--- src/rtl/shift_add_mul.sv ---
// Sequential unsigned shift-add multiplier controller.
// Drives an external ripple-carry adder with {hi, lo[0]?mcand:0} and
// shifts the (SIZE+1)-bit sum back into {hi, lo} once per cycle.
module shift_add_mul #(
  parameter int SIZE = 8
) (
  input  logic              clk,
  input  logic              rst_n,
  input  logic              start,
  input  logic [SIZE-1:0]   multiplicand,
  input  logic [SIZE-1:0]   multiplier,
  output logic [SIZE-1:0]   add_a,
  output logic [SIZE-1:0]   add_b,
  input  logic [SIZE:0]     add_result,
  output logic              busy,
  output logic              done,
  output logic [2*SIZE-1:0] product
);

  localparam int CW = $clog2(SIZE + 1);
  localparam logic [CW-1:0] LAST = CW'(SIZE - 1);

  localparam logic [1:0] IDLE = 2'd0;
  localparam logic [1:0] RUN  = 2'd1;
  localparam logic [1:0] DONE = 2'd2;

  logic [1:0]      state;
  logic [SIZE-1:0] mcand;
  logic [SIZE-1:0] hi;
  logic [SIZE-1:0] lo;
  logic [CW-1:0]   count;

  logic [SIZE-1:0] hi_next;
  logic [SIZE-1:0] lo_next;
  logic [SIZE:0]   lo_ext;

  // Next {hi, lo}: one-bit right shift of {sum, lo}; built through a widened
  // vector so the SIZE=1 case needs no empty slice.
  always_comb begin
    lo_ext  = {add_result[0], lo};
    hi_next = add_result[SIZE:1];
    lo_next = lo_ext[SIZE:1];
  end

  // Adder operands and status flags follow the registers directly.
  always_comb begin
    add_a = hi;
    add_b = lo[0] ? mcand : '0;
    busy  = (state == RUN);
    done  = (state == DONE);
  end

  // Control FSM and datapath registers.
  always_ff @(posedge clk) begin
    if (!rst_n) begin
      state   <= IDLE;
      mcand   <= '0;
      hi      <= '0;
      lo      <= '0;
      count   <= '0;
      product <= '0;
    end else begin
      case (state)
        IDLE, DONE: begin
          if (start) begin
            mcand <= multiplicand;
            hi    <= '0;
            lo    <= multiplier;
            count <= '0;
            state <= RUN;
          end else begin
            state <= IDLE;
          end
        end
        RUN: begin
          hi    <= hi_next;
          lo    <= lo_next;
          count <= count + 1'b1;
          if (count == LAST) begin
            product <= {hi_next, lo_next};
            state   <= DONE;
          end
        end
        default: state <= IDLE;
      endcase
    end
  end

endmodule

--- config.mk ---
export PLATFORM = sky130hd
export DESIGN_NAME = shift_add_mul
export DESIGN_NICKNAME = d
export VERILOG_FILES = /design/src/rtl/shift_add_mul.sv
export SDC_FILE = /design/constraint.sdc
export NUM_CORES = 1
export LEC_CHECK = 0
export CELL_PAD_IN_SITES_DETAIL_PLACEMENT = 0
export CELL_PAD_IN_SITES_GLOBAL_PLACEMENT = 2
export CORE_ASPECT_RATIO = 2
export CORE_UTILIZATION = 27
export CTS_CLUSTER_SIZE = 40
export DETAILED_ROUTE_END_ITERATION = 10
export PLACE_DENSITY = 0.82
export SLEW_MARGIN = 20
export SYNTH_ARGS = -nofsm -noshare
export SYNTH_HDL_FRONTEND = slang
export SYNTH_SLANG_ARGS = --single-unit
export TNS_END_PERCENT = 20
--- constraint.sdc ---
create_clock -name clk -period 2.5 [get_ports clk]
set_input_delay 0.375 -clock clk [delete_from_list [all_inputs] [get_ports clk]]
set_output_delay 0.375 -clock clk [all_outputs]
set_load 0.02 [all_outputs]
### Word-level counts from Yosys, hierarchy flattened

Index checks and enable logic that the tools add are counted.
W data, S select, Z words.

| cells by class | value |
|---|---|
| reductions and logical operators | 6 |
| multiplexer cells | 10 |
| equality and inequality tests | 5 |
| add/sub/neg operators | 1 |

Operator list:

| operator | count |
|---|---|
| $pmux W8 S2 | 2 |
| $mux W8 | 3 |
| $pmux W4 S2 | 1 |
| $reduce_and A2 Y1 | 3 |
| $add A4 B1 Y4 const B | 1 |
| $eq A4 B3 Y1 const B | 1 |
| $mux W4 | 1 |
| $pmux W2 S2 | 1 |
| $eq A2 B1 Y1 const B | 1 |
| $eq A2 B2 Y1 const B | 1 |
| $logic_not A2 Y1 | 1 |
| $mux W2 | 1 |
| $ne A2 B1 Y1 const B | 1 |
| $ne A2 B2 Y1 const B | 1 |
| $reduce_bool A2 Y1 | 1 |
| $reduce_or A2 Y1 | 1 |
| $mux W1 | 1 |

| word-level totals | value |
|---|---|
| register bits | 46 |
| logic and storage cells | 28 |
| input bits | 28 |
| output and inout port bits | 34 |

### Longest topological paths before layout

Gate-level depths: netlist (run 1).

| logic depth | value |
|---|---|
| depth after elaboration | 4 |
| depth in mapped cells | 6 |
| depth with buffers taken out | 4 |

### Worst setup path after synthesis (run 1)

OpenSTA, ideal clock, no wires.

| timing | value |
|---|---|
| path kind | register -> register |
| start | register count[0] |
| end | register product[10] |
| cell stages (with the launch flop) | 7 |
| required time | 2.383 ns |
| library setup time | 0.117 ns |
| slack | 1.047 ns |
| clock period less this slack | 1.453 ns |
| arrival | 1.336 ns |
| buffers on the path | 2 |
| cells stage by stage | dfxtp_1 ha_1 and3b_1 and3_4 buf_6 buf_6 a22o_1 |

| on the way | value |
|---|---|
| longest elaborated chain between the ends | 2 |

Ends and longest elaborated chain:

| what | line | text |
|---|---|---|
| from (decl) | 31 | `logic [CW-1:0] count;` |
| from (signal assigned) | 78 | `count <= count + 1'b1;` |
| $eq A4 B3 Y1 | 79 | `if (count == LAST) begin` |
| $reduce_and A2 Y1 (no source line) | - |  |
| to (signal assigned) | 80 | `product <= {hi_next, lo_next};` |
| to (decl) | 17 | `output logic [2*SIZE-1:0] product` |

No other way between the ends.
A chain may end at the register's enable or synchronous reset.

### Final worst setup path (run 1)

| timing | value |
|---|---|
| start | register state[0] |
| end | output busy |

| on the way | value |
|---|---|
| longest elaborated chain between the ends | 1 |

Ends and longest elaborated chain:

| what | line | text |
|---|---|---|
| from (decl) | 27 | `logic [1:0] state;` |
| from (signal assigned) | 56 | `state <= IDLE;` |
| from (signal assigned) | 70 | `state <= RUN;` |
| from (signal assigned) | 72 | `state <= IDLE;` |
| $eq A2 B1 Y1 | 49 | `busy = (state == RUN);` |
| to (decl) | 15 | `output logic busy,` |

No other way between the ends.

==> results.sh, run 1 <==
export IMPL_slowest_delay_ns=0.60
export IMPL_dieArea_mm2=0.00671
export IMPL_overflow=0
export IMPL_drive_gt1_share_pct=8.16
export IMPL_yosysWarnings=0
export IMPL_synth_top_cell_by_area="dfxtp_1"
export IMPL_hold_violations=0
export IMPL_worst_pin_slew_ns=0.310
export IMPL_grt_pass1_wl_mm=7.44
export IMPL_drv_slew=0
export IMPL_viasPerCell=4.65
export IMPL_ios=62
export IMPL_core_region_area_mm2=0.00606
export IMPL_synthTopCellsByArea="dfxtp_1 (54%), a21oi_1 (8.1%), a22o_1 (8.1%)"
export IMPL_hpwl_mm=3.12
export IMPL_ys_seq_area_share_pct=53.5
export IMPL_slew_headroom_pct=79.3
export IMPL_startpoint_type="register"
export IMPL_die_w_um=58.4
export IMPL_rsz0062_at_grt="false"
export IMPL_arrival_ns=1.48
export IMPL_fin_ws_ns=0.647
export IMPL_wl_mm=4.62
export IMPL_synth_seq_cells=46
export IMPL_cts_max_level=2
export IMPL_hold_depth=2
export IMPL_cap_violations=0
export IMPL_syn_area_mm2=0.00172
export IMPL_gp_congestion=0.666
export IMPL_std_cell_rows=40
export IMPL_powerDensity_mw_per_mm2=633
export IMPL_die_h_um=115
export IMPL_worstSkewPairLatency_ns=0.28
export IMPL_dp_slack_ns=0.928
export IMPL_worst_setup_path_type="reg2out"
export IMPL_synthCells=182
export IMPL_antenna_cells=0
export IMPL_fin_worst_skew_ns=0.00428
export IMPL_grt_util_all_layers_pct=14.7
export IMPL_first_pass_iters=4
export IMPL_cts_path_max_buffers=2
export IMPL_final_cell_mix="clkdlybuf4s50_1 (61), dfxtp_1 (46), a21oi_1 (28), nand2_1 (25), nand3_1 (19)"
export IMPL_post_drt_wl_per_cell_um=14.1
export IMPL_p_leak_nw=0.956
export IMPL_period_minus_slack_ns=1.85
export IMPL_synth_top_area_share_pct=53.5
export IMPL_holdBufCountCts=0
export IMPL_crit_path_max_fanout=5
export IMPL_postCtsResizedCells=0
export IMPL_reg2regPathDepth=4
export IMPL_status="completed"
export IMPL_avgSynthCellArea_um2=9.45
export IMPL_cts_sinks=46
export IMPL_numPortBuffers=61
export IMPL_end_kind="output port"
export IMPL_crit_chain="nand2b_1 > inv_2 > clkdlybuf4s50_1"
export IMPL_hold_class="reg2reg"
export IMPL_final_common_cell="clkdlybuf4s50_1"
export IMPL_ant_nets=0
export IMPL_grt_max_degree=29
export IMPL_num_vias=1531
export IMPL_grt_pass1_vias=1533
export IMPL_drc_errors=0
export IMPL_setup_viol=0
export IMPL_slowest_stage="clkdlybuf4s50_1"
export IMPL_antenna_found_initial=0
export IMPL_syn_nets=211
export IMPL_fmax_mhz=540
export IMPL_synth_cell_types=25
export IMPL_drtIter0Drc=29
export IMPL_start_util_pct=28.4
export IMPL_root_buffer="clkbuf_16"
export IMPL_area_delta_synth_final_pct=48.8
export IMPL_final_nets=273
export IMPL_setup_tns_ns=0
export IMPL_cts_tree="done"
export IMPL_fin_crit_sh_pct=74.1
export IMPL_critPathRequiredTime_ns=2.12
export IMPL_cts_setup_buffers=0
export IMPL_max_vdd_ir_drop_mv=0.419
export IMPL_cts_clk_slew_worst_paths_ns=0.06
export IMPL_cts_buffers_inserted=5
-- critical path, delay by kind of cell, from the launching register on --
kind,cells,cell delay (ns)
flip-flops,1,0.37
buffers and inverters,2,0.68
AND/OR/NAND/NOR,1,0.14
-- path summary, 6_finish.rpt --
| check | start | endpoint | slack (ns) |
|---|---|---|---|
| hold reg to reg | mcand[7] | mcand[7] | 0.45 |
| hold / removal | mcand[7] | mcand[7] | 0.45 |
| setup reg to reg | count[0] | product[13] | 1.08 |
| setup / recovery | state[0] | busy | 0.65 |
-- cell usage after synthesis --
master,count
and2_1,8
o21ai_0,1
buf_4,2
and3b_1,1
mux2i_1,1
a22oi_1,8
a22o_1,16
and2b_4,1
nand4_1,1
and3_4,1
mux2_2,1
nor2b_1,2
inv_2,1
a21o_1,1
a21oi_2,1
buf_6,2
ha_1,1
inv_1,1
nand2_1,25
nand2b_1,4
clkbuf_1,3
nand3_1,19
a21oi_1,28
buf_2,7
dfxtp_1,46
-- state kept, by name, summed over array words and instances (netlist names) --
register	count
add_a	8
mcand	8
count	4
lo	8
state	2
product	16
-- final cells by class --
cell class / instances / area [µm²]
Clock inverter: 1 / 5.00
Multi-Input combinational cell: 120 / 708
Timing Repair Buffer: 69 / 671
Sequential cell: 46 / 921
Fill cell: 605 / 3500
Tap cell: 84 / 105
Inverter: 2 / 7.51
Clock buffer: 7 / 143
-- metrics by stage --
step	cell area (µm²)	std cells	hold slack (ns)	power, mW	util [%]
4_1_cts	2560	329	0.452	1.65	42.3
3_3_place_gp	2410	321	0.437	0.981	39.8
6_report	2560	329	0.448	1.62	42.3
2_1_floorplan	1720	182	0.432	0.884	-
5_1_grt	2560	329	0.476	1.70	42.3
3_5_place_dp	2410	321	0.444	0.983	39.8
-- cells by family (layout without fill, tap and decap cells) --
logic type	Yosys count	count (layout)	synth area share, %
adder cells (fa/ha/maj)	1	1	0.727
multiplexers	2	2	1.24
AO/OA/AOI/OAI	55	55	21.0
AND/OR/NAND/NOR	62	62	18.2
buffers and inverters	16	79	5.31
flip-flops	46	46	53.5
-- routing by layer --
layer  part of all wire (%)  wire length [µm]  track usage [%]  vias up
met3                    4.5               210             2.92        5
met5                      0                 0                0        -
met1                     39              1830             15.6      721
li1                       -                 -                -      761
met4                    1.2                55             6.19        0
met2                     55              2530             27.3       44
-- power breakdown --
group,internal (mW),switching (mW)
clock,0.396,0.262
sequential,0.760,0.0174
combinational,0.0913,0.0938
total,1.25,0.373
(Power assumes the default switching activity.)
==> run 2, diff against run 1 <==
--- a/config.mk
+++ b/config.mk
@@ -8,10 +8,10 @@
 export CELL_PAD_IN_SITES_DETAIL_PLACEMENT = 0
 export CELL_PAD_IN_SITES_GLOBAL_PLACEMENT = 2
 export CORE_ASPECT_RATIO = 2
-export CORE_UTILIZATION = 27
+export CORE_UTILIZATION = 25
 export CTS_CLUSTER_SIZE = 40
 export DETAILED_ROUTE_END_ITERATION = 10
-export PLACE_DENSITY = 0.82
+export PLACE_DENSITY = 0.77
 export SLEW_MARGIN = 20
 export SYNTH_ARGS = -nofsm -noshare
 export SYNTH_HDL_FRONTEND = slang
==> constraint.sdc (replaced) <==
create_clock -name clk -period 1.8 [get_ports clk]
set_input_delay 0.27 -clock clk [delete_from_list [all_inputs] [get_ports clk]]
set_output_delay 0.27 -clock clk [all_outputs]
set_load 0.02 [all_outputs]
==> results.sh, run 2 (same netlist as run 1, synthesis figures left out) <==
export IMPL_status="completed"
export IMPL_worstSkewPairLatency_ns=0.29
export IMPL_drtIter0Drc=67
export IMPL_viasPerCell=4.61
export IMPL_multi_input_area_um2=708
export IMPL_arrival_ns=1.40
export IMPL_antenna_cells=0
export IMPL_wl_mm=4.66
export IMPL_slowest_stage="clkdlybuf4s50_1"
export IMPL_grt_pass1_wl_mm=7.25
export IMPL_std_cell_rows=42
export IMPL_slowest_delay_ns=0.59
export IMPL_r2r_setup_slack_ns=0.38
export IMPL_powerDensity_mw_per_mm2=899
export IMPL_root_buffer="clkbuf_16"
export IMPL_largest_reg_flops=16
export IMPL_setup_viol=0
export IMPL_crit_path_max_fanout=9
export IMPL_first_pass_iters=4
export IMPL_wl_met1_mm=1.96
export IMPL_hold_class="reg2reg"
export IMPL_dieArea_mm2=0.00724
export IMPL_cts_sinks=46
export IMPL_final_nets=274
export IMPL_die_h_um=119
export IMPL_cts_setup_buffers=0
export IMPL_startpoint_type="register"
export IMPL_ff_latch_area_um2=922
export IMPL_grt_max_degree=21
export IMPL_core_region_area_mm2=0.00662
export IMPL_worst_pin_slew_ns=0.249
export IMPL_post_drt_wl_per_cell_um=14.0
export IMPL_holdBufCountCts=0
export IMPL_cts_buffers_inserted=5
export IMPL_ant_nets=0
export IMPL_critPathRequiredTime_ns=1.53
export IMPL_setup_tns_ns=0
export IMPL_end_kind="output port"
export IMPL_hold_violations=0
export IMPL_cts_clk_slew_worst_paths_ns=0.06
export IMPL_drv_slew=0
export IMPL_ios=62
export IMPL_cts_path_max_buffers=2
export IMPL_fin_crit_sh_pct=92.8
export IMPL_routed_top_layer="met4"
export IMPL_numPortBuffers=61
export IMPL_cts_max_level=2
export IMPL_drc_errors=0
export IMPL_start_util_pct=26.0
export IMPL_gp_congestion=0.666
export IMPL_power_mw=2.32
export IMPL_crit_chain="and2_1 > clkdlybuf4s50_1"
export IMPL_drive_gt1_share_pct=9.35
export IMPL_overflow=0
export IMPL_top_register="product"
export IMPL_cts_tree="done"
export IMPL_antenna_found_initial=0
export IMPL_max_vdd_ir_drop_mv=0.530
export IMPL_n_fill_cell=720
export IMPL_postCtsResizedCells=1
export IMPL_fmax_mhz=598
export IMPL_cap_violations=0
export IMPL_fin_worst_skew_ns=0.00666
export IMPL_final_common_cell="clkdlybuf4s50_1"
export IMPL_area_delta_synth_final_pct=50.3
export IMPL_worst_setup_path_type="reg2out"
export IMPL_final_cell_mix="clkdlybuf4s50_1 (60), dfxtp_1 (45), a21oi_1 (28), nand2_1 (25), nand3_1 (19)"
export IMPL_hpwl_mm=3.12
export IMPL_slew_headroom_pct=83.4
export IMPL_met2_length_mm=2.38
export IMPL_die_w_um=60.7
export IMPL_grt_pass1_vias=1437
export IMPL_period_minus_slack_ns=1.67
export IMPL_grt_util_all_layers_pct=14.0
export IMPL_rsz0062_at_grt="false"
export IMPL_p_leak_nw=0.970
export IMPL_num_vias=1540
export IMPL_met3_length_um=226
==> run 2: cell count changes in the layout (fill, tap and decap cells not counted) <==
cell and change:
buf_4 +1, clkbuf_1 -1, clkbuf_8 +1, clkdlybuf4s50_1 -1, clkinv_2 -1, clkinv_4 +1, dfxtp_1 -1, dfxtp_2 +1
dlygate4sd2_1 +1
==> run 2: metrics by stage <==
stage	worst slack (ns)	hold slack, ns	std cells	utilization [%]	cell area [µm²]
6_report	0.129	0.450	334	39.1	2590
5_1_grt	0.0285	0.466	334	39.1	2590
4_1_cts	0.00207	0.453	334	39.0	2580
3_5_place_dp	0.294	0.444	326	36.6	2420
3_3_place_gp	0.309	0.438	326	36.6	2420
2_1_floorplan	0.347	0.403	182	-	1720
==> run 2: worst max-delay path: cells and delay by family (launching register included) <==
kind,cells,cell delay (ns)
buffers and inverters,1,0.59
flip-flops,1,0.39
AND/OR/NAND/NOR,1,0.14
==> run 2: layout make-up <==
type / instances / share of cell area [%]
Clock buffer: 7 / 5.90
Multi-Input combinational cell: 120 / 27.4
Sequential cell: 46 / 35.7
Timing Repair Buffer: 70 / 26.2
Inverter: 2 / 0.290
Clock inverter: 1 / 0.339
Tap cell: 88 / 4.26
==> run 2: path summary, 6_finish.rpt <==
path | startpoint | to | cells after the start
max reg2reg | count[0] | product[15] | 4
min | mcand[5] | mcand[5] | 2
max | lo[0] | add_b[6] | 2
min reg2reg | mcand[5] | mcand[5] | 2
==> run 2: power by group <==
group | switching [mW] | internal, mW
Combinational | 0.132 | 0.128
Sequential | 0.0242 | 1.06
Clock | 0.391 | 0.593
Total | 0.547 | 1.78
==> run 2: metal layers <==
metal	vias to the layer above	track usage, %
met2	49	23.3
met5	-	0
li1	767	-
met3	6	3.58
met1	718	15.9
met4	0	6.82
==> run 3, diff against run 2 <==
--- a/config.mk
+++ b/config.mk
@@ -11,6 +11,7 @@
 export CORE_UTILIZATION = 25
 export CTS_CLUSTER_SIZE = 40
 export DETAILED_ROUTE_END_ITERATION = 10
+export GPL_TIMING_DRIVEN = 0
 export PLACE_DENSITY = 0.77
 export SLEW_MARGIN = 20
 export SYNTH_ARGS = -nofsm -noshare
==> constraint.sdc (replaced) <==
create_clock -name clk -period 1.8 [get_ports clk]
set_input_delay 0.36 -clock clk [delete_from_list [all_inputs] [get_ports clk]]
set_output_delay 0.36 -clock clk [all_outputs]
set_load 0.02 [all_outputs]
==> results.sh, run 3 (same netlist as run 1, synthesis figures left out) <==
export IMPL_status="completed"
export IMPL_hold_class="reg2reg"
export IMPL_numPortBuffers=61
export IMPL_rsz0062_at_grt="false"
export IMPL_grt_util_all_layers_pct=14.5
export IMPL_critPathRequiredTime_ns=1.44
export IMPL_ant_nets=0
export IMPL_grt_pass1_wl_mm=7.73
export IMPL_hold_depth=2
export IMPL_fin_worst_skew_ns=0.00293
export IMPL_antenna_cells=0
export IMPL_holdBufCountCts=0
export IMPL_cts_tree="done"
export IMPL_cts_clk_slew_worst_paths_ns=0.06
export IMPL_r2r_start="count[0]"
export IMPL_period_minus_slack_ns=1.67
export IMPL_drive_gt1_share_pct=10.7
export IMPL_core_region_area_mm2=0.00662
export IMPL_hold_violations=0
export IMPL_startpoint_type="register"
export IMPL_die_w_um=60.7
export IMPL_overflow=0
export IMPL_std_cell_rows=42
export IMPL_setup_viol=0
export IMPL_grt_max_degree=14
export IMPL_post_drt_wl_per_cell_um=14.0
export IMPL_worst_pin_slew_ns=0.538
export IMPL_p_leak_nw=1.14
export IMPL_cts_path_max_buffers=2
export IMPL_wl_mm=4.75
export IMPL_drtIter0Drc=52
export IMPL_timing_rr_end="product[8]"
export IMPL_ios=62
export IMPL_die_h_um=119
export IMPL_ff_latch_area_um2=922
export IMPL_slew_headroom_pct=64.1
export IMPL_arrival_ns=1.31
export IMPL_cts_buffers_inserted=5
export IMPL_drv_slew=0
export IMPL_fin_crit_sh_pct=92.9
export IMPL_start_util_pct=26.0
export IMPL_antenna_found_initial=0
export IMPL_final_common_cell="clkdlybuf4s50_1"
export IMPL_crit_path_max_fanout=10
export IMPL_num_vias=1543
export IMPL_worst_setup_path_type="reg2out"
export IMPL_dieArea_mm2=0.00724
export IMPL_area_delta_synth_final_pct=53.0
export IMPL_cts_max_level=2
export IMPL_n_fill_cell=706
export IMPL_gp_congestion=0.752
export IMPL_dpl_cell_area_mm2=0.00244
export IMPL_whs_endpoint="mcand[4]"
export IMPL_worstSkewPairLatency_ns=0.28
export IMPL_end_kind="output port"
export IMPL_reg2regPathDepth=6
export IMPL_cap_violations=0
export IMPL_cts_sinks=46
export IMPL_fmax_mhz=598
export IMPL_multi_input_area_um2=716
export IMPL_hpwl_mm=3.36
export IMPL_top_register="product"
export IMPL_fin_area_mm2=0.00263
export IMPL_hp_start="mcand[4]"
export IMPL_max_vdd_ir_drop_mv=0.678
export IMPL_drc_errors=0
export IMPL_r2r_setup_slack_ns=0.19
export IMPL_root_buffer="clkbuf_16"
export IMPL_final_cell_mix="clkdlybuf4s50_1 (51), dfxtp_1 (45), a21oi_1 (28), nand2_1 (25), nand3_1 (19)"
export IMPL_first_pass_iters=5
export IMPL_largest_reg_flops=16
export IMPL_holdWs_ns=0.449
export IMPL_powerDensity_mw_per_mm2=844
export IMPL_final_nets=281
export IMPL_grt_pass1_vias=1538
export IMPL_viasPerCell=4.54
-- run 3: stage by stage --
| stage | setup TNS, ns | util (%) | power [mW] | setup WS [ns] | cells |
|---|---|---|---|---|---|
| 4_1_cts | 0 | 39.0 | 2.24 | 0.00800 | 337 |
| 3_3_place_gp | -3.93 | 36.9 | 1.36 | -0.192 | 331 |
| 3_5_place_dp | -3.59 | 36.9 | 1.36 | -0.189 | 331 |
| 6_report | 0 | 39.8 | 2.22 | 0.127 | 340 |
| 5_1_grt | 0 | 39.8 | 2.31 | 0.00962 | 340 |
| 2_1_floorplan | 0 | - | 1.23 | 0.347 | 182 |
-- run 3: critical path, cell delays in order, from the launching register on --
cell	delay, ns
dfxtp_1	0.31
nand2b_1	0.20
inv_4	0.10
buf_6	0.14
clkdlybuf4s15_2	0.27
-- run 3: routing by layer --
metal	routed length, µm	track usage [%]
met5	0	0
met4	72	5.11
met3	218	2.39
met2	2530	25.5
met1	1940	16.8
-- run 3: worst max-delay path by stage --
| stage | from | to | slack, ns |
|---|---|---|---|
| 3_5_place_dp | state[0] | busy | -0.19 |
| 5_1_grt | start | lo[6] | 0.01 |
| 6_report | state[1] | busy | 0.13 |
| 3_3_place_gp | state[1] | busy | -0.19 |
| 4_1_cts | lo[0] | add_b[7] | 0.008 |
| 2_1_floorplan | count[0] | product[10] | 0.35 |
-- run 3: power breakdown --
part / switching [mW] / leakage (nW) / internal [mW]
logic: 0.134 / 0.700 / 0.131
clock network: 0.373 / 0.0694 / 0.502
registers: 0.0247 / 0.375 / 1.06
-- run 3: what timing repair did --
action / CTS / global route
setup buffers: 0 / 3
hold endpoints to repair: 0 / 0
pin swaps: 0 / 0
setup endpoints to repair: 9 / 20
gates resized for setup: 6 / 10
-- run 3: cell type report --
| type | instances | share of cell area (%) |
|---|---|---|
| buffer | 13 | 3.14 |
| timing repair buffer | 64 | 25.0 |
| sequential | 46 | 35.0 |
| tap | 88 | 4.18 |
| clock buffer | 5 | 4.75 |
| multi-input combinational | 120 | 27.2 |
| inverter | 2 | 0.380 |
| clock inverter | 2 | 0.380 |
